===== config.mk =====
export PLATFORM = sky130hd
export DESIGN_NAME = brick_table_ctrl
export DESIGN_NICKNAME = d
export VERILOG_FILES = /design/src/rtl/brick_pkg.sv /design/src/rtl/brick_table_ctrl_rr_arb2.sv /design/src/rtl/brick_table_ctrl.sv
export SDC_FILE = /design/constraint.sdc
export NUM_CORES = 1
export LEC_CHECK = 0
export CORE_ASPECT_RATIO = 1.5
export CORE_MARGIN = 2
export CORE_UTILIZATION = 35
export DETAILED_ROUTE_END_ITERATION = 7
export SLEW_MARGIN = 5
export SYNTH_ARGS = -nofsm -noshare
export SYNTH_HDL_FRONTEND = slang
export SYNTH_SLANG_ARGS = --single-unit
export TNS_END_PERCENT = 1

===== constraint.sdc =====
create_clock -name clk -period 4.8 [get_ports clk]
set_input_delay 1.2 -clock clk [delete_from_list [all_inputs] [get_ports clk]]
set_output_delay 1.2 -clock clk [all_outputs]
set_load 0.01 [all_outputs]

===== src/rtl/brick_pkg.sv =====
// Shared types for the brick table: id/value types, controller states and
// the fixed level patterns written during a load.
package brick_pkg;

  localparam int NUM_BRICKS = 64;

  typedef logic [1:0] brick_t;
  typedef logic [5:0] brick_id_t;

  typedef enum logic {IDLE, LOAD} state_t;

  function automatic brick_t level_pattern(input logic [1:0] level,
                                           input logic [2:0] row,
                                           input logic [2:0] col);
    brick_t v;
    case (level)
      2'd0:    v = 2'd1;
      2'd1:    v = brick_t'(row % 3'd3) + 2'd1;
      2'd2:    v = (row[0] ^ col[0]) ? 2'd3 : 2'd2;
      default: v = ((row == 3'd0) || (row == 3'd7) || (col == 3'd0) || (col == 3'd7))
                   ? 2'd3 : 2'd0;
    endcase
    return v;
  endfunction

endpackage


===== src/rtl/brick_table_ctrl_rr_arb2.sv =====
// Two-port round-robin arbiter: a tie goes to the port that did not win last.
module rr_arb2 (
  input  logic [1:0] eligible,
  input  logic       last_grant,
  output logic [1:0] grant,
  output logic       grant_valid
);

  always_comb begin
    grant = 2'b00;
    case (eligible)
      2'b01:   grant = 2'b01;
      2'b10:   grant = 2'b10;
      2'b11:   grant = last_grant ? 2'b01 : 2'b10;
      default: grant = 2'b00;
    endcase
    grant_valid = |eligible;
  end

endmodule


===== src/rtl/brick_table_ctrl.sv =====
// Brick table owner: sequences level loads and serialises the two players'
// hit requests, tracking scores, remaining bricks and level-cleared.
module brick_table_ctrl
  import brick_pkg::*;
#(
  parameter int SCORE_W = 10
) (
  input  logic                    clk,
  input  logic                    rst,
  input  logic                    load_start,
  input  logic [1:0]              level_sel,
  input  logic [1:0]              hit_req,
  input  logic [5:0]              hit_id0,
  input  logic [5:0]              hit_id1,
  output logic [1:0]              hit_ack,
  output logic [1:0]              hit_prev,
  output logic [2*NUM_BRICKS-1:0] bricks,
  output logic [6:0]              remaining,
  output logic [SCORE_W-1:0]      score0,
  output logic [SCORE_W-1:0]      score1,
  output logic                    busy,
  output logic                    cleared
);

  state_t                  state, state_n;
  logic                    start_load, accept;
  logic [1:0]              level;
  brick_id_t               idx;
  brick_t [NUM_BRICKS-1:0] table_q;
  logic                    last_grant;
  logic [1:0]              eligible, grant;
  logic                    grant_valid;
  logic                    sel;
  brick_id_t               id;
  brick_t                  cur, pat;

  function automatic logic [SCORE_W-1:0] sat_inc(input logic [SCORE_W-1:0] s);
    return (&s) ? s : s + SCORE_W'(1);
  endfunction

  // A port still being acknowledged is masked so a held request is not taken twice.
  assign eligible = hit_req & ~hit_ack;

  rr_arb2 u_arb (
    .eligible    (eligible),
    .last_grant  (last_grant),
    .grant       (grant),
    .grant_valid (grant_valid)
  );

  assign sel    = grant[1];
  assign id     = sel ? hit_id1 : hit_id0;
  assign cur    = table_q[id];
  assign pat    = level_pattern(level, idx[5:3], idx[2:0]);
  assign bricks = table_q;

  always_ff @(posedge clk or negedge rst) begin
    if (!rst) state <= IDLE;
    else      state <= state_n;
  end

  always_comb begin
    state_n    = state;
    start_load = 1'b0;
    accept     = 1'b0;
    busy       = 1'b0;
    case (state)
      IDLE: begin
        if (load_start) begin
          state_n    = LOAD;
          start_load = 1'b1;
        end else begin
          accept = grant_valid;
        end
      end
      LOAD: begin
        busy = 1'b1;
        if (idx == 6'd63) state_n = IDLE;
      end
      default: state_n = IDLE;
    endcase
  end

  always_ff @(posedge clk or negedge rst) begin
    if (!rst) begin
      table_q    <= '0;
      remaining  <= '0;
      score0     <= '0;
      score1     <= '0;
      hit_ack    <= '0;
      hit_prev   <= '0;
      cleared    <= 1'b0;
      level      <= '0;
      idx        <= '0;
      last_grant <= 1'b1;
    end else begin
      hit_ack <= '0;
      cleared <= 1'b0;
      if (start_load) begin
        level     <= level_sel;
        idx       <= '0;
        remaining <= '0;
      end else if (state == LOAD) begin
        table_q[idx] <= pat;
        remaining    <= remaining + {6'd0, (pat != 2'd0)};
        idx          <= idx + 6'd1;
      end else if (accept) begin
        last_grant <= sel;
        hit_ack    <= grant;
        hit_prev   <= cur;
        if (cur != 2'd0) begin
          table_q[id] <= cur - 2'd1;
          if (sel) score1 <= sat_inc(score1);
          else     score0 <= sat_inc(score0);
          // The brick empties only when its last point of strength is removed.
          if (cur == 2'd1) begin
            remaining <= remaining - 7'd1;
            if (remaining == 7'd1) cleared <= 1'b1;
          end
        end
      end
    end
  end

endmodule


### After elaboration in Yosys (flattened, before gate mapping)

Index checks and enable logic that the tools add are counted.

| storage, ports and cells | value |
|---|---|
| register bits | 170 |
| bits of input ports | 19 |
| output and inout bits | 161 |
| word-level logic and storage cells | 168 |

| cells by class | value |
|---|---|
| $add $sub $neg | 7 |
| div/mod/pow operators | 1 |
| magnitude comparators | 4 |
| eq/ne operators | 10 |
| multiplexer cells | 40 |
| bitwise logic cells | 8 |
| reduce and logical (&&, ||, !) cells | 24 |

Operator list:

| operator | count |
|---|---|
| 128-bit 2-to-1 mux | 3 |
| 128-bit bitwise mux | 2 |
| 7-bit 2-to-1 mux | 5 |
| 2-bit demux with 6-bit select | 2 |
| 10-bit by 1-bit adder with 10-bit output (second input constant) | 2 |
| 10-bit AND reduction | 2 |
| 6-bit 2-to-1 mux | 3 |
| 2-bit 2-to-1 mux | 8 |
| 6-bit by 7-bit less-than comparator with 1-bit output (second input constant) | 2 |
| 1-bit 2-to-1 mux | 13 |
| 2-bit binary-select mux with 6-bit select | 1 |
| 6-bit by 1-bit >= comparator with 1-bit output (second input constant) | 2 |
| 2-bit case mux with 3 select lines | 2 |
| 6-bit AND reduction | 2 |
| 2-bit nonzero test | 5 |
| 3-bit AND reduction | 3 |
| 3-bit nonzero test | 3 |
| 7-bit by 1-bit adder with 7-bit output | 1 |
| 7-bit by 1-bit equality test with 1-bit output (second input constant) | 1 |
| 7-bit by 1-bit subtractor with 7-bit output (second input constant) | 1 |
| 6-bit by 1-bit adder with 6-bit output (second input constant) | 1 |
| 2-bit by 1-bit equality test with 1-bit output (second input constant) | 3 |
| 2-bit equality test (second input constant) | 3 |
| 3-bit equality test (second input constant) | 2 |
| 14 further kinds | 22 |

### Longest topological paths before layout

| logic depth | value |
|---|---|
| word-level depth | 13 |
| mapped depth | 20 |
| depth with buffers taken out | 15 |

### By module

Synthesis repeated with hierarchy kept, for this count alone.

| second synthesis, totals | value |
|---|---|
| cell total of the unflattened synthesis | 1148 |
| area total of the unflattened synthesis | 10131.0 µm² |

Modules (own cells, without submodules):

| module | times used | cells each | area an instance (µm²) | sequential area each (µm²) |
|---|---|---|---|---|
| brick_table_ctrl | 1 | 1144 | 10105.9 | 4255.3 |
| rr_arb2 | 1 | 4 | 25.0 | 0.0 |

### Worst setup path before layout

No wires, ideal clock.

| path | value |
|---|---|
| path type | input-to-reg |
| from | input hit_req[0] |
| to | register table_q (netlist bit bricks[33]) |
| setup time | 0.126 ns |
| arrival time | 4.660 ns |
| required time | 4.674 ns |
| slack | 0.014 ns |
| cell stages on the path | 17 |
| path buffers | 5 |
| path through | and3b_1 > buf_6 > buf_2 > o21ai_0 > and2_1 > buf_2 > mux2_2 > a211oi_1 > o221ai_1 > and4bb_2 > ha_1 > nor2_1 > nand2b_1 > clkbuf_1 > clkbuf_1 > nor2_1 > a221o_1 |

| on the way | value |
|---|---|
| word-level cells in the longest chain between the ends | 12 |
| elaborated cells on any way between the ends | 25 |
| classes of those cells | add/sub: 1; order compare: 2; eq/ne: 3; mux: 12; bitwise: 1; reduce/logical: 6 |

RTL lines:

| item | line | source |
|---|---|---|
| from (decl) | brick_table_ctrl.sv:12 | `input logic [1:0] hit_req,` |
| 2-bit AND (*) | brick_table_ctrl.sv:42 | `assign eligible = hit_req & ~hit_ack;` |
| parallel branches: the longest is 11 deep, another holds 2-bit by 1-bit subtractor with 2-bit output | - |  |
| to (signal, indexed assignment) | brick_table_ctrl.sv:104 | `table_q[idx] <= pat;` |
| to (signal, indexed assignment) | brick_table_ctrl.sv:112 | `table_q[id] <= cur - 2'd1;` |
| to (decl) | brick_table_ctrl.sv:29 | `brick_t [NUM_BRICKS-1:0] table_q;` |

Mark *: on every way between the ends. The select of a mux whose other input is x is not followed.
A chain may end at the register's enable or synchronous reset.

### Worst setup path in the final report

| path | value |
|---|---|
| from | input hit_id1[1] |
| to | register score0[1] |

| on the way | value |
|---|---|
| word-level cells in the longest chain between the ends | 5 |

RTL lines:

| item | line | source |
|---|---|---|
| from (decl) | brick_table_ctrl.sv:14 | `input logic [5:0] hit_id1,` |
| 6-bit 2-to-1 mux | brick_table_ctrl.sv:52 | `assign id = sel ? hit_id1 : hit_id0;` |
| 2-bit binary-select mux with 6-bit select | brick_table_ctrl.sv:53 | `assign cur = table_q[id];` |
| 2-bit 2-to-1 mux (not written as such) | brick_table_ctrl.sv:53 |  |
| 2-bit nonzero test | brick_table_ctrl.sv:111 | `if (cur != 2'd0) begin` |
| 6-bit AND reduction (no line) | - |  |
| to (signal assigned) | brick_table_ctrl.sv:114 | `else score0 <= sat_inc(score0);` |
| to (decl) | brick_table_ctrl.sv:19 | `output logic [SCORE_W-1:0] score0,` |

Every way passes these cells. The select of a mux whose other input is x is not followed.

==> results.toml <==
[finish]
post_layout_nonfiller_instances = 1972
finalNetCount = 1591
most-common-layout-cells = "194 x sky130_fd_sc_hd__buf_4, 177 x sky130_fd_sc_hd__nor2_1, 176 x sky130_fd_sc_hd__clkdlybuf4s50_1, 169 x sky130_fd_sc_hd__dfrtp_1, 104 x sky130_fd_sc_hd__nand2_1"
n_antenna_cell = 0
layout.cell_area.non_filler_mm2 = 0.0152
areaGrowthSynthToFinish_pct = 41.9
multi_input_area_mm2 = 0.00617
post_route_cells_drive_above_1_share_pct = 22.4
ff_latch_area_mm2 = 0.00426
most_frequent_standard_cell_in_the_layout_excluding_fill_and_tap_cells = "sky130_fd_sc_hd__buf_4"
fillers = 2874

[floorplanning]
core-area_mm2 = 0.0303
die_h_um = 218
die_area_mm2 = 0.0321
num_rows = 78
start_util_pct = 35.5
ios = 180
dieWidth_um = 147

[yosys]
synth.yosys.warnings = 0
syn_area_per_cell_um2 = 8.62
yosysUniqueCellTypes = 81
synth_top_area_cell = "sky130_fd_sc_hd__dfrtp_1"
postSynth.topFlopCell = "sky130_fd_sc_hd__dfrtp_1"
synth_fp_nets = 1275
post_synth_edffs = 0
synth_sequential_area_ratio_pct = 39.7
yosys_register_bits = 170
synthArstFlopShare_pct = 100
post_synthesis_cells = 1244
synth.top_cells.by_area = "sky130_fd_sc_hd__dfrtp_1 39%, sky130_fd_sc_hd__nor2_1 6.6%, sky130_fd_sc_hd__a221o_1 4.4%, sky130_fd_sc_hd__nand2_1 3.7%, sky130_fd_sc_hd__a22oi_1 3.6%"
yosysTopAreaCellShare_pct = 39.4
synthesized_area_mm2 = 0.0107

[timing]
timing.fmax_mhz = 211
timing.slew.headroom_pct = 22.0
finalCritPeriodShare_pct = 98.6
slew_violations = 0
final-setup-viol-count = 0
rsz0062_at_grt = "true"
timing_worst_slew_pin_value_ns = 1.17
hold_viol_final = 0
setup_clock_skew_after_layout_ns = 0.0110
period_minus_slack_ns = 4.73

[global_route]
track_usage_pct = 31.6
antenna_violations_before_repair = 0
number_of_global_route_vias_before_repair = 11800
global_route_wire_length_before_repair_um = 75600
grt_max_degree = 94
grt_overflow_total = 0

[critical_path]
timing.critical_path.buf_inv = 9
crit_path_cell_trace = "clkdlybuf4s50_1 -> buf_4 -> buf_12 -> or4_4 -> and2_4 -> buf_12 -> o221ai_2 -> a211oi_1 -> buf_4 -> o22a_1 -> and4b_4 -> inv_2 -> ha_4 -> nor2_1 -> buf_6 -> buf_4 -> o211ai_1 -> buf_4 -> mux2_2"
crit_path_end_kind = "register"
timing.critical_path.fanout_max = 8
cp-start-kind = "input port"
critPathMostFrequentCell = "sky130_fd_sc_hd__buf_4"
worst_path_largest_cell_delay_ns = 0.58
critPathKind = "in2reg"
crit_arrival_ns = 5.07
cpLargestDelayFamily = "buffers and inverters"
critical-path-slowest-cell = "sky130_fd_sc_hd__or4_4"
crit_required_ns = 5.14
r2r_setup_slack_ns = 0.80

[status]
run_status = "finished clean"

[power_and_ir_drop]
p_leak_nw = 6.12
ir_drop_mv = 0.503
pwr_density_cell_mw_per_mm2 = 587
power.total_w = 0.00893

[route]
wire_per_inst_um = 26.1
route.final.wire_length_um = 51400
post_dr_vias_cell = 6.17
drc_violations_left = 0
drt_first_iter_violations = 1425
via_count = 12200
count_of_tritonroute_iterations_in_the_first_routing_pass = 5
detail-route-antenna-nets = 0

[cts]
cts_num_sinks = 170
clk_pin_slew_worst_paths_ns = 0.06
worst_skew_pair.late_latency_ns = 0.46
cts_htree_levels = 4
cts-root-to-sink-buffers = 2
clock-root-buffer = "sky130_fd_sc_hd__clkbuf_16"
tritoncts = "yes"
cts_inserted_buffers = 17

[placement]
gp_routability_congestion = 1.07
dp_hpwl_um = 38100
dpl.cell_count = 1935
place.port_buffers = 179
placed_cell_area_mm2 = 0.0143

[min_path]
hp-class = "reg2reg"

[job]
drv_cap = 0
## worst reg2reg max path: cells and delay by family (launching register included)
kind	cells	cell delay [ns]
adder cells (fa/ha/maj)	1	0.16
flip-flops	1	0.54
AO/OA/AOI/OAI	7	0.95
buffers and inverters	7	1.03
AND/OR/NAND/NOR	6	1.14
## cells in the mapped netlist (7+ instances only)
master	number
sky130_fd_sc_hd__nor2_1	190
sky130_fd_sc_hd__dfrtp_1	169
sky130_fd_sc_hd__nand2_1	107
sky130_fd_sc_hd__o21ai_0	73
sky130_fd_sc_hd__nor3_1	68
sky130_fd_sc_hd__clkbuf_1	60
sky130_fd_sc_hd__a22oi_1	51
sky130_fd_sc_hd__a221o_1	47
sky130_fd_sc_hd__a21oi_1	33
sky130_fd_sc_hd__nand3_1	32
sky130_fd_sc_hd__o31ai_2	30
sky130_fd_sc_hd__o31ai_1	28
sky130_fd_sc_hd__inv_1	26
sky130_fd_sc_hd__a31oi_1	21
sky130_fd_sc_hd__o22ai_1	20
sky130_fd_sc_hd__a32oi_1	17
sky130_fd_sc_hd__xnor2_1	17
sky130_fd_sc_hd__buf_2	16
sky130_fd_sc_hd__ha_1	12
sky130_fd_sc_hd__nor2b_1	12
sky130_fd_sc_hd__mux2i_1	10
sky130_fd_sc_hd__nand2b_1	10
sky130_fd_sc_hd__nand4_1	10
sky130_fd_sc_hd__o21ai_1	10
sky130_fd_sc_hd__buf_1	9
sky130_fd_sc_hd__buf_6	9
sky130_fd_sc_hd__nor4_1	9
sky130_fd_sc_hd__o211ai_1	9
sky130_fd_sc_hd__a211oi_1	8
sky130_fd_sc_hd__and3_1	8
sky130_fd_sc_hd__and2_1	7
sky130_fd_sc_hd__or2_2	7
## cell families after synthesis
family	after synthesis	share of synthesized area, %
flops	170	39.7
fa+ha+maj	12	1.40
compound gates	414	29.5
simple gates	490	21.1
buf+inv	120	5.02
mux	16	1.56
xor+xnor	22	1.80
## final timing paths
path                            cells past startpoint           end        from
worst max-delay path                               19     score0[1]  hit_id1[1]
worst min-delay path                                2    last_grant  last_grant
worst max register to register                     21    bricks[18]  last_grant
worst min register to register                      2    last_grant  last_grant
max in group asynchronous                           2    bricks[98]         rst
min in group asynchronous                           1  remaining[1]         rst
## area by class of cell
class                      instances  area share [%]
clock buffer                      20            2.93
timing repair buffer             391            23.5
clock inverter                    11            1.10
inverter                          26           0.641
sequential                       170            28.0
tap                              400            3.29
multi-input combinational        954            40.5
## sequential cells by signal, summed over array words and instances (netlist names), 2 cells and up
signal	cells
hit_ack	2
hit_prev	2
remaining	7
level	2
score1	10
bricks	128
idx	6
score0	10
## power by group
| group | switching (W) | internal, W | total [W] | leakage [nW] |
|---|---|---|---|---|
| Sequential | 0.000889 | 0.00197 | 0.00286 | 2.18 |
| Clock | 0.000612 | 0.000882 | 0.00149 | 0.297 |
| Combinational | 0.00259 | 0.00199 | 0.00458 | 3.64 |
| Total | 0.00409 | 0.00484 | 0.00893 | 6.12 |
## what timing repair did
action | in CTS | in global routing
endpoints found under the setup margin | 108 | 149
gates resized for setup | 12 | 54
gates cloned | 0 | 2
hold buffers | 0 | 0
buffers inserted | 0 | 4
pin swaps | 1 | 13
## routing by layer
layer,vias up,GRT usage [%],wire (um)
met5,-,0,0
met3,156,5.14,3990
met1,5988,38.2,19200
met2,685,53.7,24900
li1,5331,-,-
met4,0,17.6,3230
## metrics by stage
stage / hold slack, ns / setup TNS, ns / setup WS, ns / utilization, %
floorplan: 0.444 / 0 / 0.0141 / -
CTS: 0.470 / 0 / 0.0147 / 49.5
finish: 0.471 / 0 / 0.0682 / 50.3
global placement: 0.456 / -72.66 / -0.582 / 47.3
detailed placement: 0.460 / -72.87 / -0.594 / 47.3
global route: 0.509 / -0.0382 / -0.0300 / 50.3
Note: power is estimated with default switching activity, not from simulation.
==> RTL change 1 (same settings) <==
`SCORE_W`: 10 -> 20.
--- a/src/rtl/brick_table_ctrl.sv
+++ b/src/rtl/brick_table_ctrl.sv
@@ -5,3 +5,3 @@
 #(
-  parameter int SCORE_W = 10
+  parameter int SCORE_W = 20
 ) (
Interface: changed (resized score0 and score1); port bits go from 180 to 200. The function was not compared with the original's and may differ.
==> RTL change 1 against the unedited design <==
- sequential cell count is 20 higher
- first-iteration DRC count is 17% lower
- wire length is 2.4% higher
- setup slack better by 0.038 ns
- critical endpoint is now bricks[83]
- clock skew grew 0.00075 ns
- final area grew 7.4%
- area after synthesis increased by 6.2%
- clock power shrank 3%
- critical path depth down 1
- sequential share of layout area up 1.1 points
- power grew 1.9%
==> RTL change 1: results (changes against the unedited design) <==
The number of optimization iterations in the first detailed-route pass came out at 6 (+1). The placed instance area is 15300 um2 (+7.1%). The total of fill cells in the finished design is 2967 (+3.2%). The number of global-route vias before repair came out at 12300 (+4.1%).

The routed wirelength normalized by instance count came to 25.8 um (-0.88%). The arrival time reported for the critical path endpoint came out at 5.04 ns (-0.03 ns). The final weighted congestion in routability-driven placement came out at 1.04 (-3.3%).

The number of nets in the final layout came out at 1645 (+3.4%). The number of sequential cells in the layout is 190 (+12%). The count of port buffers added during placement came out at 199 (+11%). The synthesized area per cell came out at 9.14 um2 (+6.0%). The maximum fanout count along the critical path came out at 26 (+18).

The final HPWL from detailed placement came out at 38.8 mm (+1.9%). The count of different cell masters after synthesis came out at 77 (-4.9%). The flow ran to the end, and the final reports show no timing, DRC or antenna violations. The first-pass GRT wire length came out at 77.2 mm (+2.1%). The sequential cell area share came out at 0.291 (+0.0114). The average via count per standard cell is 6.24 (+1.3%). The number of nets in the synthesized netlist came out at 1279 (+0.31%). The standby leakage power is 6.78 nW (+11%).

The global router's overall resource usage was 0.307 (-0.00894). The met2 demand-to-capacity share in global routing is 0.498 (-0.0382). The first element of the critical path is hit_id0[2]. The sequential area share after synthesis came to 0.417 (+0.0206). The tightest slew margin relative to the limit is 0.333 (+0.113). The clock network area share was 0.0354 (-0.00499). The non-clock inverter instance count of the final layout came to 29 (+12%). The count of buffers not belonging to the clock network in the layout came out at 445 (+14%). The clock skew is 0.0117 ns (+0.000746 ns). The maximum vdd drop is 331 uV (-34%). The clock buffer instance count of the final layout is 21 (+5.0%).
-- RTL change 1: routing by layer --
layer	up-vias	wire length [um]
li1	5530	-
met1	6254	20100
met2	761	25100
met3	173	4170
met4	0	3260
met5	-	0
-- RTL change 1: cells by family (layout without fill, tap and decap cells) --
logic type / count (synthesis) / in the layout / synth area share
DFF: 190 / 190 / 0.417
and+or+nand+nor: 451 / 452 / 0.190
xor gates and xnor gates: 42 / 42 / 0.0323
buffers and inverters: 128 / 506 / 0.0495
muxes: 20 / 20 / 0.0188
AOI/OAI and AO/OA: 403 / 403 / 0.277
other: 0 / 1 / 0
adders and majority gates: 13 / 13 / 0.0143
-- RTL change 1: path summary, 6_finish.rpt --
kind                       cells after the start         end  slack (ns)
setup / recovery                              18  bricks[83]        0.11
hold / removal                                 1   score0[8]        0.49
setup reg to reg                              18  bricks[44]        0.59
hold reg to reg                                1   score0[8]        0.49
max in group asynchronous                      2  bricks[25]        3.04
min in group asynchronous                      1   score1[2]        0.79
-- RTL change 1: power breakdown --
part / switching (mW) / internal, mW / total [mW]
clock: 0.685 / 0.760 / 1.45
combinational: 2.66 / 2.06 / 4.72
sequential: 0.806 / 2.12 / 2.93
-- RTL change 1: worst max-delay path, stage by stage --
cell and delay (ns):
clkdlybuf4s50_1 0.50, inv_1 0.12, a21oi_4 0.21, nor2_4 0.09, buf_4 0.15, buf_4 0.12, a221o_1 0.29, a222oi_1 0.45
o211ai_1 0.15, nor4bb_2 0.39, and2_4 0.22, buf_4 0.10, buf_4 0.09, ha_2 0.27, clkinv_1 0.12, buf_12 0.20
nor3_1 0.08, a221o_1 0.27
-- RTL change 1: timing repair --
action | in CTS | in global routing
setup buffers | 13 | 2
endpoints found under the setup margin | 175 | 169
pin swaps | 8 | 18
gates cloned | 1 | 0
resized for setup | 38 | 46
==> RTL change 2 (config.mk and constraints unchanged) <==
Without the edit above. Register the output `cleared` once more; this adds one clock of latency there. The other outputs are not delayed to match.
--- a/src/rtl/brick_table_ctrl.sv
+++ b/src/rtl/brick_table_ctrl.sv
@@ -23,2 +23,4 @@
 );
+
+  logic cleared_s0;
 
@@ -91,3 +93,3 @@
       hit_prev   <= '0;
-      cleared    <= 1'b0;
+      cleared_s0 <= 1'b0;
       level      <= '0;
@@ -97,3 +99,3 @@
       hit_ack <= '0;
-      cleared <= 1'b0;
+      cleared_s0 <= 1'b0;
       if (start_load) begin
@@ -117,3 +119,3 @@
             remaining <= remaining - 7'd1;
-            if (remaining == 7'd1) cleared <= 1'b1;
+            if (remaining == 7'd1) cleared_s0 <= 1'b1;
           end
@@ -124,2 +126,6 @@
 
+  always_ff @(posedge clk) begin
+    cleared <= cleared_s0;
+  end
+
 endmodule
Behaviour: no difference found for any inputs over 4 cycles, from zero or initial values and one cycle with rst low; that may be too few to reach the edited logic, so the function may still have changed.
==> RTL change 2 against the unedited design <==
- area after synthesis grew 0.19%
- power down 0.53%
- critical path type unchanged
- global-route usage rose by 0.11 points
- sequential cell count up 1
- final area is 1.4% higher
- setup slack got worse by 0.034 ns
- wire length increased by 1.1%
- combinational power is 0.9% higher
- register-to-register slack got worse by 0.04 ns
- synthesized cell count barely moved
- largest power group unchanged
- sequential share of layout area shrank 0.25 points
==> RTL change 2: results (changes against the unedited design) <==
The flow ran to the end, and the final reports show no timing, DRC or antenna violations. The final design utilization is 0.510 (+0.00699). The average via count per standard cell is 6.09 (-1.3%).

The proportion of final cell area spent on non-clock buffers came out at 0.248 (+0.0125). The sequential area share after synthesis came to 0.398 (+0.00112). The mapped cell area is 10700 um2 (+0.19%). The arrival time reported for the critical path endpoint is 5.11 ns (+0.04 ns). The maximum vdd drop came out at 485 uV (-3.6%). The worst-case setup slack after placement came out at -0.761 ns (-0.167 ns).

The maximum number of pins on one net before global-route repair came to 83 (-12%). The maximum fanout count along the critical path came out at 7 (-1). The global router's overall resource usage is 0.317 (+0.00110). The number of optimization iterations in the first detailed-route pass came out at 6 (+1). The gate count after technology mapping is 1245 (+0.080%). The count of different cell masters after synthesis was 82 (+1.2%). The final weighted congestion in routability-driven placement is 1.05 (-1.7%). The number of nets in the synthesized netlist is 1276 (+0.078%). The number of register bits inferred by synthesis is 171 (+0.59%). The async set-reset flop share out of synthesis came to 0.994 (-0.00585).

The final HPWL from detailed placement was 38.6 mm (+1.1%). The sequential cell area is 4280 um2 (+0.47%). The actual transition at the worst max-transition pin came out at 1.21 ns (+0.0402 ns). The initial antenna violation count came out at 1 (+1). The antenna diode instance count came to 1 (+1).

The total wire length after detailed routing is 52.0 mm (+1.1%). The standby leakage power came out at 6.25 nW (+2.2%). The placed instance count is 1961 (+1.3%). The clock network area share came out at 0.0376 (-0.00274).

The number of nets in the final layout came to 1624 (+2.1%). The ratio of cells with drive above 1 in the final layout is 0.236 (+0.0121). The total of fill cells in the finished design came to 2913 (+1.4%). The delay of the slowest cell on the worst path came out at 0.49 ns (-0.09 ns). The routed wirelength normalized by instance count came out at 25.9 um (-0.64%). The count of buffers not belonging to the clock network in the layout is 423 (+8.2%). The first-pass GRT wire length was 75.3 mm (-0.42%).

The number of global-route vias before repair is 11700 (-0.94%).
## RTL change 2: cell types whose count changed after synthesis, sizes merged
cell / unedited run / this run
dfxtp: 0 / 1
## RTL change 2: path summary, 6_finish.rpt
check | from | endpoint | slack, ns | cells after the start
setup / recovery | hit_req[1] | score0[9] | 0.03 | 20
hold / removal | cleared_s0 | cleared | 0.35 | 0
setup reg to reg | last_grant | score0[9] | 0.76 | 19
hold reg to reg | cleared_s0 | cleared | 0.35 | 0
max in group asynchronous | rst | bricks[51] | 3.13 | 2
min in group asynchronous | rst | score1[4] | 0.79 | 1
## RTL change 2: per-layer routing
layer | track usage | vias to the layer above | part of all wire
met4 | 0.213 | 0 | 0.076
met5 | 0 | - | 0
li1 | - | 5429 | -
met1 | 0.374 | 5941 | 0.37
met2 | 0.527 | 678 | 0.48
met3 | 0.0582 | 165 | 0.071
## RTL change 2: cells by family (layout without fill, tap and decap cells)
group	after synthesis	after routing	synth area share
DFF	171	171	0.398
other	0	1	0
muxes	16	16	0.0156
AOI/OAI and AO/OA	414	414	0.294
xor gates and xnor gates	22	22	0.0179
buffers and inverters	120	481	0.0501
and+or+nand+nor	490	490	0.210
adders and majority gates	12	12	0.0140
## RTL change 2: power groups by stage
| stage | Sequential [mW] | Clock [mW] | Combinational [mW] |
|---|---|---|---|
| 4_1_cts | 2.85 | 1.41 | 4.54 |
| 3_3_place_gp | 2.88 | 0 | 4.46 |
| 5_1_grt | 2.92 | 1.46 | 4.89 |
| 2_1_floorplan | 2.62 | 0 | 2.13 |
| 3_5_place_dp | 2.86 | 0 | 4.50 |
| 6_report | 2.87 | 1.39 | 4.62 |
## RTL change 2: repair_timing
item                                    4_1_cts  5_1_grt
pin swaps                                     6       20
gates resized for setup                      19       54
endpoints found under the setup margin      153      154
setup buffers                                 4        8
gates cloned                                  0        2
